[src/rtl/cont_assign_pkg.sv]
// Shared types and widths for the cont_assign characterization sequencer.
package cont_assign_pkg;

    localparam int VEC_W = 3;
    localparam int RES_W = 4;

    typedef enum logic [2:0] {
        IDLE,
        APPLY,
        DWELL,
        CAPTURE,
        DONE
    } state_t;

endpackage

[src/rtl/cont_assign_pat_ram.sv]
// Pattern table: DEPTH slots of {vec, dwell}, one write port, one asynchronous read port.
module cont_assign_pat_ram
    import cont_assign_pkg::*;
#(
    parameter int DEPTH   = 8,
    parameter int DWELL_W = 4
) (
    input  logic                       clk,
    input  logic                       rst_n,
    input  logic                       we,
    input  logic [$clog2(DEPTH)-1:0]   waddr,
    input  logic [VEC_W-1:0]           wvec,
    input  logic [DWELL_W-1:0]         wdwell,
    input  logic [$clog2(DEPTH)-1:0]   raddr,
    output logic [VEC_W-1:0]           rvec,
    output logic [DWELL_W-1:0]         rdwell
);

    logic [VEC_W-1:0]   vec_q   [DEPTH];
    logic [VEC_W-1:0]   vec_d   [DEPTH];
    logic [DWELL_W-1:0] dwell_q [DEPTH];
    logic [DWELL_W-1:0] dwell_d [DEPTH];

    always_comb begin
        vec_d   = vec_q;
        dwell_d = dwell_q;
        if (we) begin
            vec_d[waddr]   = wvec;
            dwell_d[waddr] = wdwell;
        end
    end

    always_ff @(posedge clk or negedge rst_n) begin
        if (!rst_n) begin
            for (int i = 0; i < DEPTH; i++) begin
                vec_q[i]   <= '0;
                dwell_q[i] <= '0;
            end
        end else begin
            vec_q   <= vec_d;
            dwell_q <= dwell_d;
        end
    end

    assign rvec   = vec_q[raddr];
    assign rdwell = dwell_q[raddr];

endmodule

[src/rtl/cont_assign_seq.sv]
// Sequencer that steps the logic unit through programmed vectors, holding each for a
// programmable dwell and streaming the captured {w,x,y,z} response with its step index.
module cont_assign_seq
    import cont_assign_pkg::*;
#(
    parameter int DEPTH   = 8,
    parameter int DWELL_W = 4
) (
    input  logic                       clk,
    input  logic                       rst_n,
    input  logic                       cfg_we,
    input  logic [$clog2(DEPTH)-1:0]   cfg_addr,
    input  logic [VEC_W-1:0]           cfg_vec,
    input  logic [DWELL_W-1:0]         cfg_dwell,
    input  logic                       start,
    input  logic [$clog2(DEPTH):0]     num_steps,
    input  logic                       abort,
    output logic                       a,
    output logic                       b,
    output logic                       c,
    input  logic                       w,
    input  logic                       x,
    input  logic                       y,
    input  logic                       z,
    output logic                       busy,
    output logic                       done,
    output logic                       res_valid,
    output logic [$clog2(DEPTH)-1:0]   res_idx,
    output logic [RES_W-1:0]           res_data
);

    localparam int AW = $clog2(DEPTH);
    localparam logic [AW:0] DEPTH_N = (AW + 1)'(DEPTH);

    state_t             state_q, state_d;
    logic [VEC_W-1:0]   vec_q, vec_d;
    logic [AW-1:0]      idx_q, idx_d;
    logic [AW:0]        n_q, n_d;
    logic [DWELL_W-1:0] cnt_q, cnt_d;
    logic               res_valid_q, res_valid_d;
    logic [AW-1:0]      res_idx_q, res_idx_d;
    logic [RES_W-1:0]   res_data_q, res_data_d;

    logic               ram_we;
    logic [AW-1:0]      rd_addr;
    logic [VEC_W-1:0]   rd_vec;
    logic [DWELL_W-1:0] rd_dwell;
    logic               run_req;
    logic               last_step;
    logic               aborting;

    function automatic logic [AW:0] clamp_steps(input logic [AW:0] req);
        return (req > DEPTH_N) ? DEPTH_N : req;
    endfunction

    // The table is frozen while a run is in progress.
    assign ram_we    = cfg_we && (state_q == IDLE);
    assign run_req   = start && (num_steps != '0);
    assign last_step = ({1'b0, idx_q} == (n_q - (AW + 1)'(1)));
    assign aborting  = abort && (state_q != IDLE);

    // The single read port serves slot 0 at start, the next slot in CAPTURE, else the current one.
    always_comb begin
        rd_addr = idx_q;
        if (state_q == IDLE) begin
            rd_addr = '0;
        end else if (state_q == CAPTURE) begin
            rd_addr = idx_q + AW'(1);
        end
    end

    cont_assign_pat_ram #(
        .DEPTH   (DEPTH),
        .DWELL_W (DWELL_W)
    ) u_pat_ram (
        .clk    (clk),
        .rst_n  (rst_n),
        .we     (ram_we),
        .waddr  (cfg_addr),
        .wvec   (cfg_vec),
        .wdwell (cfg_dwell),
        .raddr  (rd_addr),
        .rvec   (rd_vec),
        .rdwell (rd_dwell)
    );

    always_ff @(posedge clk or negedge rst_n) begin
        if (!rst_n) begin
            state_q <= IDLE;
        end else begin
            state_q <= state_d;
        end
    end

    always_comb begin
        state_d = state_q;
        if (aborting) begin
            state_d = IDLE;
        end else begin
            case (state_q)
                IDLE:    if (run_req) state_d = APPLY;
                APPLY:   state_d = DWELL;
                DWELL:   if (cnt_q == '0) state_d = CAPTURE;
                CAPTURE: state_d = last_step ? DONE : APPLY;
                DONE:    state_d = IDLE;
                default: state_d = IDLE;
            endcase
        end
    end

    always_comb begin
        vec_d       = vec_q;
        idx_d       = idx_q;
        n_d         = n_q;
        cnt_d       = cnt_q;
        res_valid_d = 1'b0;
        res_idx_d   = res_idx_q;
        res_data_d  = res_data_q;
        case (state_q)
            IDLE: begin
                vec_d = '0;
                if (run_req) begin
                    n_d   = clamp_steps(num_steps);
                    idx_d = '0;
                    // A same-cycle write to slot 0 must be seen by this run.
                    vec_d = (cfg_we && (cfg_addr == '0)) ? cfg_vec : rd_vec;
                end
            end
            APPLY: cnt_d = rd_dwell;
            DWELL: if (cnt_q != '0) cnt_d = cnt_q - DWELL_W'(1);
            CAPTURE: begin
                res_data_d  = {w, x, y, z};
                res_idx_d   = idx_q;
                res_valid_d = 1'b1;
                if (last_step) begin
                    vec_d = '0;
                end else begin
                    idx_d = idx_q + AW'(1);
                    vec_d = rd_vec;
                end
            end
            DONE:    vec_d = '0;
            default: vec_d = '0;
        endcase
        if (aborting) begin
            vec_d       = '0;
            idx_d       = idx_q;
            cnt_d       = cnt_q;
            res_valid_d = 1'b0;
            res_idx_d   = res_idx_q;
            res_data_d  = res_data_q;
        end
    end

    always_ff @(posedge clk or negedge rst_n) begin
        if (!rst_n) begin
            vec_q       <= '0;
            idx_q       <= '0;
            n_q         <= '0;
            cnt_q       <= '0;
            res_valid_q <= 1'b0;
            res_idx_q   <= '0;
            res_data_q  <= '0;
        end else begin
            vec_q       <= vec_d;
            idx_q       <= idx_d;
            n_q         <= n_d;
            cnt_q       <= cnt_d;
            res_valid_q <= res_valid_d;
            res_idx_q   <= res_idx_d;
            res_data_q  <= res_data_d;
        end
    end

    always_comb begin
        busy      = (state_q != IDLE);
        done      = (state_q == DONE);
        {a, b, c} = vec_q;
        res_valid = res_valid_q;
        res_idx   = res_idx_q;
        res_data  = res_data_q;
    end

endmodule

[config.mk]
export PLATFORM = sky130hd
export DESIGN_NAME = cont_assign_seq
export DESIGN_NICKNAME = d
export VERILOG_FILES = /design/src/rtl/cont_assign_pkg.sv /design/src/rtl/cont_assign_pat_ram.sv /design/src/rtl/cont_assign_seq.sv
export SDC_FILE = /design/constraint.sdc
export NUM_CORES = 1
export LEC_CHECK = 0
export ABC_AREA = 0
export ABC_CLOCK_PERIOD_IN_PS = 2500
export BUFFER_PORTS_ARGS = -buffer_cell sky130_fd_sc_hd__buf_2
export CORE_UTILIZATION = 41
export CTS_BUF_LIST = sky130_fd_sc_hd__clkbuf_4
export DETAILED_ROUTE_END_ITERATION = 8
export GPL_TIMING_DRIVEN = 0
export HOLD_SLACK_MARGIN = 0.05
export PLACE_DENSITY = 0.68
export SYNTH_ARGS = -nofsm -noshare
export SYNTH_HDL_FRONTEND = slang
export SYNTH_SLANG_ARGS = --single-unit
[constraint.sdc]
create_clock -name clk -period 2.5 [get_ports clk]
set_clock_uncertainty 0.1 [all_clocks]
set_input_delay 0.25 -clock clk [delete_from_list [all_inputs] [get_ports clk]]
set_output_delay 0.25 -clock clk [all_outputs]
set_load 0.1 [all_outputs]
# After elaboration in Yosys (flattened, before gate mapping)
# Index checks and enable logic that the tools add are counted.
[totals]
register_bits = 81
input_bits = 23
elab_cells = 96
output_inout_bits = 13
[op_classes]
n_reduce_logical = 19
n_eq_ne = 11
mux = 32
addsub = 3
n_lt_le_gt_ge = 4
n_bitwise = 3
[op_table]
columns = ["operator", "count"]
rows = [
  ["2-to-1 mux 3 bit", 15],
  ["bitwise mux 32 bit", 1],
  ["bitwise mux 24 bit", 1],
  ["2-to-1 mux 4 bit", 5],
  ["binary-select mux 4 bit (select 3 bit)", 1],
  ["demux 4 bit (select 3 bit)", 1],
  ["case mux 3 bit (4 select lines)", 1],
  ["binary-select mux 3 bit (select 3 bit)", 1],
  ["demux 3 bit (select 3 bit)", 1],
  ["case mux 3 bit (3 select lines)", 1],
  [">= comparator 4 bit (second input constant)", 2],
  ["inverter 3 -> 4 bit", 2],
  ["case mux 4 bit (2 select lines)", 1],
  ["nonzero test 4 bit", 2],
  ["subtractor 4 x 1 -> 4 bit (second input constant)", 2],
  ["equality test 3 x 2 -> 1 bit (second input constant)", 2],
  ["zero test 3 bit", 2],
  ["!= test 2 bit (second input constant)", 3],
  ["!= test 3 bit (second input constant)", 2],
  ["case mux 3 bit (2 select lines)", 1],
  ["AND reduction 2 bit", 3],
  ["logical AND 1 bit", 5],
  ["equality test 3 x 4 -> 1 bit", 1],
  ["greater-than comparator 4 bit (second input constant)", 1],
  ["other kinds (13)", 15],
]

# Depth between registers and ports, before layout
# Gate-level depths: netlist (run 1).
[depth]
ltp_word = 11
mapped_depth = 9
mapped_depth_nobuf = 8

# By module
# Synthesis (run 1) repeated with hierarchy kept, for this count alone.
[unflattened]
cells_unflattened = 295
hier_area_um2 = 4100.2
[modules_own_cells]
columns = ["mod", "n_inst", "seq_area_each_um2", "cells_per_inst", "area_per_inst_um2"]
rows = [
  ["cont_assign_pat_ram", 1, 1401.3, 152, 2635.0],
  ["cont_assign_seq", 1, 625.6, 143, 1465.2],
]

# Worst setup path before layout (run 1)
# Ideal clock, no wire load.
[synth_timing]
path_type = "register to output"
start = "register state_q[1]"
end = "output port done"
path_stages_with_launch = 3
path_slack_ps = 221
t_arrival_ps = 1929
required_time_ps = 2150
path_buffers = 0
cell_sequence = "dfrtp_1 or2_1 nor2_1"
[synth_via]
elab_chain_cells = 1
[synth_lines]
columns = ["item", "line", "rtl"]
rows = [
  ["from (decl)", "cont_assign_seq.sv:35", "state_t state_q, state_d;"],
  ["from (signal assigned)", "cont_assign_seq.sv:91", "state_q <= state_d;"],
  ["equality test 3 bit", "cont_assign_seq.sv:177", "done = (state_q == DONE);"],
  ["to (decl)", "cont_assign_seq.sv:26", "output logic done,"],
]
# Every way passes these cells.

# Worst setup path in the final report (run 1)
[layout_timing]
start = "register state_q[2]"
end = "register vec_q[1]"
[layout_via]
elab_chain_cells = 11
word_cells_on_any_way = 19
cone_classes = "eq/ne (4); mux (10); bitwise (1); reduce/logical (4)"
[layout_lines]
columns = ["item", "line", "rtl"]
rows = [
  ["equality test 3 x 2 -> 1 bit", "cont_assign_seq.sv:67, cont_assign_seq.sv:119", ""],
  ["2-to-1 mux 3 bit", "cont_assign_seq.sv:67", "end else if (state_q == CAPTURE) begin"],
  ["2-to-1 mux 3 bit", "cont_assign_seq.sv:65", "if (state_q == IDLE) begin"],
  ["inverter 3 -> 4 bit (implied by the code)", "cont_assign_pat_ram.sv:45", "assign rvec = vec_q[raddr];"],
  ["binary-select mux 3 bit (select 3 bit)", "cont_assign_pat_ram.sv:45", ""],
  ["2-to-1 mux 3 bit (implied by the code) (2 in series)", "cont_assign_pat_ram.sv:45", ""],
  ["2-to-1 mux 3 bit", "cont_assign_seq.sv:126", "vec_d = (cfg_we && (cfg_addr == '0)) ? cfg_vec : rd_vec;"],
  ["2-to-1 mux 3 bit", "cont_assign_seq.sv:122", "if (run_req) begin"],
  ["case mux 3 bit (3 select lines)", "cont_assign_seq.sv:119", "case (state_q)"],
  ["2-to-1 mux 3 bit", "cont_assign_seq.sv:145", "if (aborting) begin"],
  ["to (signal assigned)", "cont_assign_seq.sv:165", "vec_q <= vec_d;"],
  ["to (decl)", "cont_assign_seq.sv:36", "logic [VEC_W-1:0] vec_q, vec_d;"],
]
# Parallel ways exist; a longest one is shown, timed or not. The select of a mux whose other input is x is not followed.
# A chain may end at the register's enable or synchronous reset.

==> results of run 1 <==
[kinds of logic (layout without fill, tap and decap cells)]
kind of cell	after synthesis	in the layout	share of synthesized area (%)
AND/OR/NAND/NOR	118	118	15.29
flip-flops	81	81	42.20
adder cells (fa/ha/maj)	3	3	0.7815
multiplexers	84	84	19.33
buffers and inverters	43	106	4.376
XOR/XNOR	3	3	0.5471
AO/OA/AOI/OAI	119	119	17.48
[final timing paths]
| path | slack (ps) | depth (start not counted) | endpoint | startpoint |
|---|---|---|---|---|
| max in group asynchronous | 1550 | 3 | u_pat_ram.vec_q[20]$_DFFE_PN0P_ | rst_n |
| max reg2reg | 60 | 8 | vec_q[1]$_DFFE_PN0P_ | state_q[2]$_DFFE_PN0P_ |
| min in group asynchronous | 160 | 2 | u_pat_ram.vec_q[1]$_DFFE_PN0P_ | rst_n |
| min | 140 | 4 | n_q[2]$_DFFE_PN0P_ | start |
| min reg2reg | 420 | 1 | res_data[1]$_DFFE_PN0P_ | res_data[1]$_DFFE_PN0P_ |
| max | 60 | 8 | vec_q[1]$_DFFE_PN0P_ | state_q[2]$_DFFE_PN0P_ |
[metrics by stage]
stage                     instance area, µm²  hold WS [ps]  util (%)  TNS [ps]  instances
final                                   5494         135.8     48.12         0        657
after global routing                    5494         160.8     48.12    -134.7        657
after CTS                               5458         117.5     47.80         0        655
after detailed placement                5162         134.7     45.21         0        625
after global placement                  5132         383.2     44.95         0        624
after floorplan                         4803        -145.6         -         0        451
[report_power, final]
part / internal (W) / switching, W
Clock: 0.000321 / 0.000521
Combinational: 0.00124 / 0.00178
Sequential: 0.00188 / 0.000474
[flip-flops by register name, indices dropped and copies added, names as in the netlist]
register / count
u_pat_ram.dwell_q: 32
idx_q: 3
vec_q: 3
res_idx: 3
n_q: 4
u_pat_ram.vec_q: 24
res_valid: 1
cnt_q: 4
res_data: 4
state_q: 3
[worst max-delay path: cells and delay by family, from the launching register on]
kind / cells / cell delay, ps
buffers and inverters: 3 / 1010
AOI/OAI and AO/OA: 5 / 810
DFF: 1 / 390
[cells in the mapped netlist, types with 6 or more instances]
library cell  number  area [µm²]
mux2i_1           14       140.1
nand2_1           19       71.32
o22ai_1           10       62.56
a21oi_1           16       80.08
nor2_1            12       45.04
nand3b_1           7       52.55
buf_2             12       60.06
a311oi_1           9       78.83
dfrtp_1           81        2027
nor2b_1           13       81.33
nor3_1             7       35.03
inv_1             14       52.55
a32oi_1            6       52.55
mux2_2            69       777.0
buf_4              7       52.55
nand3_1           11       55.05
clkbuf_1           6       22.52
nand2b_1          13       81.33
o21ai_0           26       130.1
a211oi_1           8       60.06
[metal layers]
metal / wire (µm) / GRT usage [%]
met4: 310 / 8.929
met1: 5643 / 28.27
met5: 0 / 0
met2: 5834 / 35.67
met3: 701 / 3.351
[timing repair]
item,4_1_cts,5_1_grt
pin swaps,0,1
hold endpoints to repair,122,0
setup buffers,0,2
endpoints found under the setup margin,3,29
resized for setup,1,4
cloned,0,0
hold buffers,14,0
[layout make-up]
cell class	count	share of cell area (%)
multi-input cells	327	47.16
flip-flops and latches	81	36.92
repair buffers	47	6.103
well taps	143	3.257
plain buffers	28	2.801
clock inverters	7	1.503
clock buffers	9	1.230
inverters	15	1.025
==> reports/metrics.cfg, run 1 <==
[status]
status=completed

[routing]
vias=3955
wirelength_um=12490
viasPerCell=6.020
drt_iter0_drc=368
wl_per_cell_um=19.01
drc=0
drtPass1Iterations=7
ant_nets=0

[sta]
rsz0062_at_grt=true
worst_slew_pin_slew_ps=773.1
hold_viol=0
fin_ws_ps=60.54
period_needed_ps=2439
setup_violations=0
slew_headroom_pct=47.79
finalMaxSlewViolations=0
min_period_over_period_pct=97.58
fmax_mhz=409.9

[clocking]
clk_latency_ps=460
cts-root-buf=clkbuf_4
clockBufferDepth=2
cts_made_buffers=9
clock-sinks=81
ctsHtreeMaxLevel=3
cts_tree=yes
clk_pin_slew_worst_paths_ps=150

[pwr]
finalPower_w=0.006223
power.density_nw_per_um2=1133
peakVddDrop_v=0.0007097
leakage_nw=2.310

[finish]
syn_to_final_growth_pct=14.38
n_antenna_cell=0
mostFrequentLayoutCell=dfrtp_1
nNetsFinal=535
multi_input_area_um2=2591
most-common-layout-cells=80 x dfrtp_1, 69 x mux2_2, 41 x buf_2
regArea_um2=2028
drive_above_1_share_pct=31.32
fillCellCount=1070

[worst_setup_path]
crit_type=reg -> reg
cp_common_cell=a21oi_1
max_stage_delay_ps=520
cp_slowest_cell=clkbuf_1
cp_cell_sequence=buf_4 -> buf_2 -> clkbuf_1 -> a21oi_1 -> a311oi_1 -> a211oi_1 -> a21oi_1 -> a32oi_1
arrival_ps=2660
endpoint_kind=flop
cp_max_fo=10
cp-start-kind=flop
cp.required_ps=2730

[global_route]
grt_usage_pct=21.64
grt_pass1_wl_um=19780
antenna_found_initial=0
grt_pass1_vias=3879
overflow=0
grt_start_max_net_pins=50

[placed_design]
io_buffers=30
gp_congestion=0.8971
dp_hpwl_um=8914
dpl_worst_slack_ps=32.25

[synth]
synth.yosys.warnings=0
ys.flop_type=dfrtp_1
synth_edf_count=0
syn_avg_cell_area_um2=10.65
ys_ff_latch=81
synthArstFlopShare_pct=100.0
syn-cell-area_um2=4803
netlist-cell-type-count=67
postSynthCellCount=451
syn_nets=477
seq_area_frac_synth_pct=42.20

[floorplan]
start_util_pct=42.07
coreArea_um2=11420
dieArea_um2=12150
row_count=39
die-width_um=110.2
die_h_um=110.2
ioPinCount=36

[flow_run]
cap_violations=0

[min_path]
holdCritPathClass=in -> reg

(Power assumes the default switching activity.)
==> run 2: changes to the inputs <==
Settings changed: ABC_CLOCK_PERIOD_IN_PS 2500 to 2180, PLACE_DENSITY 0.68 to 0.7.
Clock period 2.5 ns to 2.18 ns, I/O delays scaled along.
==> run 2 against run 1 <==
The flow now finishes with violations (negative setup slack); clock-buffer cell count stayed put; utilization grew 4.3 points; setup slack got worse by 100 ps; routed wire length up 5.0%; final cell count rose by 4.0%; critical endpoint is now busy; highest routed layer unchanged.
==> reports/metrics.cfg, run 2 (same netlist as run 1, synthesis figures left out) <==
[global_route]
grt_pass1_vias=3895
overflow=0
grt_start_max_net_pins=47
grt_usage_pct=22.12
antenna_found_initial=0
grt_pass1_wl_um=20180

[flow_run]
cap_violations=0

[floorplan]
die-width_um=110.2
die_h_um=110.2
start_util_pct=42.07
coreArea_um2=11420
dieArea_um2=12150
row_count=39
ioPinCount=36

[finish]
mostFrequentLayoutCell=dfrtp_1
stdcell_count=683
regMostFlops=u_pat_ram.dwell_q
reg.largest.list=u_pat_ram.dwell_q x32, u_pat_ram.vec_q x24
syn_to_final_growth_pct=24.49
drive_above_1_share_pct=40.74
nNetsFinal=562
largest_reg_flops=32
most-common-layout-cells=77 x dfrtp_1, 68 x mux2_2, 32 x buf_2
n_antenna_cell=0

[clocking]
clockBufferDepth=2
ctsHtreeMaxLevel=3
cts_made_buffers=9
clk_latency_ps=460
clk_pin_slew_worst_paths_ps=140
cts_tree=yes
clock-sinks=81
cts-root-buf=clkbuf_4

[status]
status=complete, but fails checks
failed_checks=negative setup slack

[routing]
wirelength_um=13120
ant_nets=0
drt_iter0_drc=365
viasPerCell=6.035
drc=0
vias=4122
wl_per_cell_um=19.21
drtPass1Iterations=6

[worst_setup_path]
cp-start-kind=flop
r2r_cells=9
cp.required_ps=1860
critPathLaunch=state_q[1]$_DFFE_PN0P_
arrival_ps=1900
cp_max_fo=8
endpoint_kind=primary output
reg2reg_to=cnt_q[2]$_DFFE_PN0P_
crit_type=reg -> out
rrSetupSlack_ps=0
reg2reg_from=idx_q[0]$_DFFE_PN0P_

[min_path]
min_from=start
whs_endpoint=n_q[2]$_DFFE_PN0P_
holdCritPathClass=in -> reg
hold_depth=4

[placed_design]
dp_cells=625
gp_congestion=0.8435
dpl_worst_slack_ps=-205.3
io_buffers=30
dp_hpwl_um=8875

[sta]
period_needed_ps=2221
min_period_over_period_pct=101.9
worst_slew_pin_slew_ps=697.3
setup_violations=2
slew_headroom_pct=53.01
rsz0062_at_grt=true
finalMaxSlewViolations=0
fmax_mhz=450.2
fin_ws_ps=-41.00
hold_viol=0

[pwr]
leakage_nw=2.545
peakVddDrop_v=0.0009456
power.density_nw_per_um2=1278

-- run 2: cell count changes in the layout (fill, tap and decap cells not counted), moves of 4 or more --
| cell | before | now |
|---|---|---|
| buf_4 | 10 | 31 |
| buf_6 | 1 | 11 |
| buf_2 | 41 | 32 |
| a211oi_1 | 8 | 4 |
| a311oi_1 | 9 | 5 |
| a311oi_2 | 0 | 4 |
-- run 2: critical path: stages (launching register included) --
cell        delay [ps]
dfrtp_2            490
or2_4              270
nor2_4             260
clkinvlp_4         210
buf_8              210
-- run 2: how the worst max path moves through the flow --
stage	end	cells after the start
finish	busy	4
detailed placement	vec_q[2]$_DFFE_PN0P_	6
CTS	vec_q[2]$_DFFE_PN0P_	8
global placement	vec_q[1]$_DFFE_PN0P_	6
floorplan	n_q[3]$_DFFE_PN0P_	5
global route	busy	4
-- run 2: power by group --
group / switching [W] / internal, W / total, W
registers: 0.000546 / 0.00217 / 0.00271
logic: 0.00227 / 0.00175 / 0.00402
clock network: 0.000559 / 0.000350 / 0.000909
-- run 2: cell type report --
class | count | area [µm²]
fill | 986 | 5439
multi-input combinational | 328 | 2814
sequential | 81 | 2032
timing repair buffer | 73 | 543.0
buffer | 28 | 215.2
tap | 143 | 178.9
clock inverter | 6 | 68.82
clock buffer | 9 | 67.56
inverter | 15 | 60.06
-- run 2: repair_timing --
item                       in CTS  in global routing
setup buffers                  10                 18
pin swaps                       7                 22
hold endpoints to repair      112                  0
gates resized for setup        27                 53
cloned                          0                  1
hold buffers                   14                  0
setup endpoints to repair      58                 48
-- run 2: through the flow --
stage	total power, W	utilization, %	hold WS (ps)	cell area (µm²)	TNS [ps]
final	0.007639	52.37	62.22	5979	-41.28
after global routing	0.008098	52.37	73.78	5979	-743.7
after CTS	0.007159	49.34	73.96	5634	-87.11
after detailed placement	0.006131	45.31	120.5	5174	-3283
after global placement	0.005963	45.11	351.9	5151	-2078
after floorplan	0.005332	-	-177.6	4822	-108.0
-- run 2: layer usage --
metal  track usage (%)  part of all wire (%)  up-vias
met5                 0                     0        -
met4             6.579                   2.1        0
met3             4.586                   6.6       31
met2             36.73                    48      172
met1             28.95                    43     2047
li1                  -                     -     1872
==> run 3: changes to the inputs <==
Settings changed: CORE_UTILIZATION 41 to 57, PLACE_DENSITY 0.7 to 0.89.
==> run 3 against run 2 <==
The run ends with design-rule violations, negative setup slack left; non-clock buffer count increased by 4; setup slack worse by 19 ps; maximum frequency decreased by 0.83%; combinational power up 2%; global-route usage is 8.1 points higher; first-iteration DRC count rose by 32%; sequential power hardly changed.
==> reports/metrics.cfg, run 3 (same netlist as run 1, synthesis figures left out) <==
[status]
status=complete, but fails checks
failed_checks=design-rule violations, negative setup slack

[clocking]
clk_pin_slew_worst_paths_ps=160
cts_made_buffers=9
cts_tree=yes
ctsHtreeMaxLevel=3
clk_latency_ps=480
cts-root-buf=clkbuf_4
clockBufferDepth=2
clock-sinks=81

[flow_run]
cap_violations=0

[worst_setup_path]
path_depth=4
endpoint_kind=primary output
cp_max_fo=8
cp_cell_sequence=or2_4 -> nor2_4 -> clkinvlp_4 -> buf_12
critPathBufInv=2
path_delay_family=simple AND/OR/NAND/NOR gates
arrival_ps=1920
cp_slowest_cell=dfrtp_2
max_stage_delay_ps=480
r2r_cells=8
cp.required_ps=1860
crit_type=reg -> out
cp-start-kind=flop

[sta]
finalMaxSlewViolations=0
tns_ps=-100.0
period_needed_ps=2240
timing.hold.ws_ps=33.98
fmax_mhz=446.5
rsz0062_at_grt=true
slew_headroom_pct=54.53
hold_viol=0
worst_slew_pin_slew_ps=674.7
setup_violations=2
fin_ws_ps=-59.60
min_period_over_period_pct=102.7

[routing]
viasPerCell=6.635
wl_per_cell_um=20.89
vias=4306
ant_nets=0
drt_iter0_drc=480
wirelength_um=13560
drtPass1Iterations=7
drc=2

[pwr]
peakVddDrop_v=0.0005064
finalPower_w=0.007720
power.density_nw_per_um2=1300
leakage_nw=2.556

[finish]
nNetsFinal=565
regMostFlops=u_pat_ram.dwell_q
n_antenna_cell=0
fillCellCount=514
mostFrequentLayoutCell=dfrtp_1
syn_to_final_growth_pct=23.60
largest_reg_flops=32
reg.largest.list=u_pat_ram.dwell_q x32, u_pat_ram.vec_q x24
regArea_um2=2032
drive_above_1_share_pct=40.99
most-common-layout-cells=77 x dfrtp_1, 69 x mux2_2, 39 x buf_4
multi_input_area_um2=2779

[floorplan]
start_util_pct=58.75
row_count=33
die_h_um=93.80
ioPinCount=36
coreArea_um2=8175
dieArea_um2=8798
die-width_um=93.80

[global_route]
grt_pass1_wl_um=20380
grt_usage_pct=30.24
antenna_found_initial=0
overflow=0
grt_pass1_vias=4166
grt_start_max_net_pins=44

[min_path]
holdCritPathClass=in -> reg
hold_depth=4

[placed_design]
io_buffers=30
gp_congestion=0.9130
dp_hpwl_um=8630

## run 3: cell count changes in the layout (fill, tap and decap cells not counted), moves of 2 or more
cell / previous run / this run
buf_4: 31 / 39
buf_6: 11 / 7
a311oi_1: 5 / 8
a311oi_2: 4 / 1
clkinv_4: 3 / 0
a2111oi_2: 1 / 3
a211oi_1: 4 / 6
clkinvlp_4: 1 / 3
inv_8: 0 / 2
nand2_4: 2 / 0
nor2_2: 1 / 3
o22ai_1: 7 / 9
o22ai_2: 3 / 1
## run 3: area by class of cell
| class | count | area share (%) |
|---|---|---|
| multi-input cells | 327 | 46.81 |
| flip-flops and latches | 81 | 34.23 |
| repair buffers | 77 | 9.968 |
| plain buffers | 28 | 3.435 |
| well taps | 105 | 2.213 |
| clock inverters | 7 | 1.201 |
| clock buffers | 9 | 1.138 |
| inverters | 15 | 1.012 |
## run 3: stage by stage
step           setup WS, ps  util, %  std cells  area (µm²)
5_1_grt              -111.3    72.62        649        5937
4_1_cts              -31.03    67.85        627        5547
3_5_place_dp         -141.6    62.70        587        5126
6_report             -59.60    72.62        649        5937
2_1_floorplan        -57.63        -        451        4822
3_3_place_gp         -81.97    62.43        586        5104
## run 3: worst paths after layout
kind | startpoint | endpoint | slack, ps
max | state_q[1]$_DFFE_PN0P_ | busy | -60
min | start | n_q[2]$_DFFE_PN0P_ | 30
max reg2reg | idx_q[0]$_DFFE_PN0P_ | vec_q[2]$_DFFE_PN0P_ | -40
min reg2reg | u_pat_ram.dwell_q[17]$_DFFE_PN0P_ | u_pat_ram.dwell_q[17]$_DFFE_PN0P_ | 420
max in group asynchronous | rst_n | state_q[1]$_DFFE_PN0P_ | 1220
min in group asynchronous | rst_n | u_pat_ram.vec_q[21]$_DFFE_PN0P_ | 130
## run 3: what timing repair did
item | in CTS | in global routing
endpoints found under the setup margin | 42 | 43
hold buffers | 14 | 0
cloned | 0 | 1
setup buffers | 10 | 21
hold endpoints to repair | 117 | 0
gates resized for setup | 19 | 55
pin swaps | 3 | 18
## run 3: routing by layer
layer | global-route usage (%) | up-vias | routed length (µm) | part of all wire [%]
met1 | 38.03 | 2074 | 5513 | 41
met4 | 18.59 | 0 | 602 | 4.4
met2 | 47.26 | 290 | 6338 | 47
met3 | 6.715 | 67 | 1102 | 8.1
met5 | 0 | - | 0 | 0
li1 | - | 1875 | - | -
## run 3: power breakdown
group	switching [W]	internal, W	total (W)
registers	0.000567	0.00216	0.00273
logic	0.00230	0.00180	0.00410
clock network	0.000624	0.000266	0.000890
## run 3: worst min-delay path: stages
cell and delay (ps):
buf_2 100, o41ai_2 110, o21ai_0 90, nand2_1 70
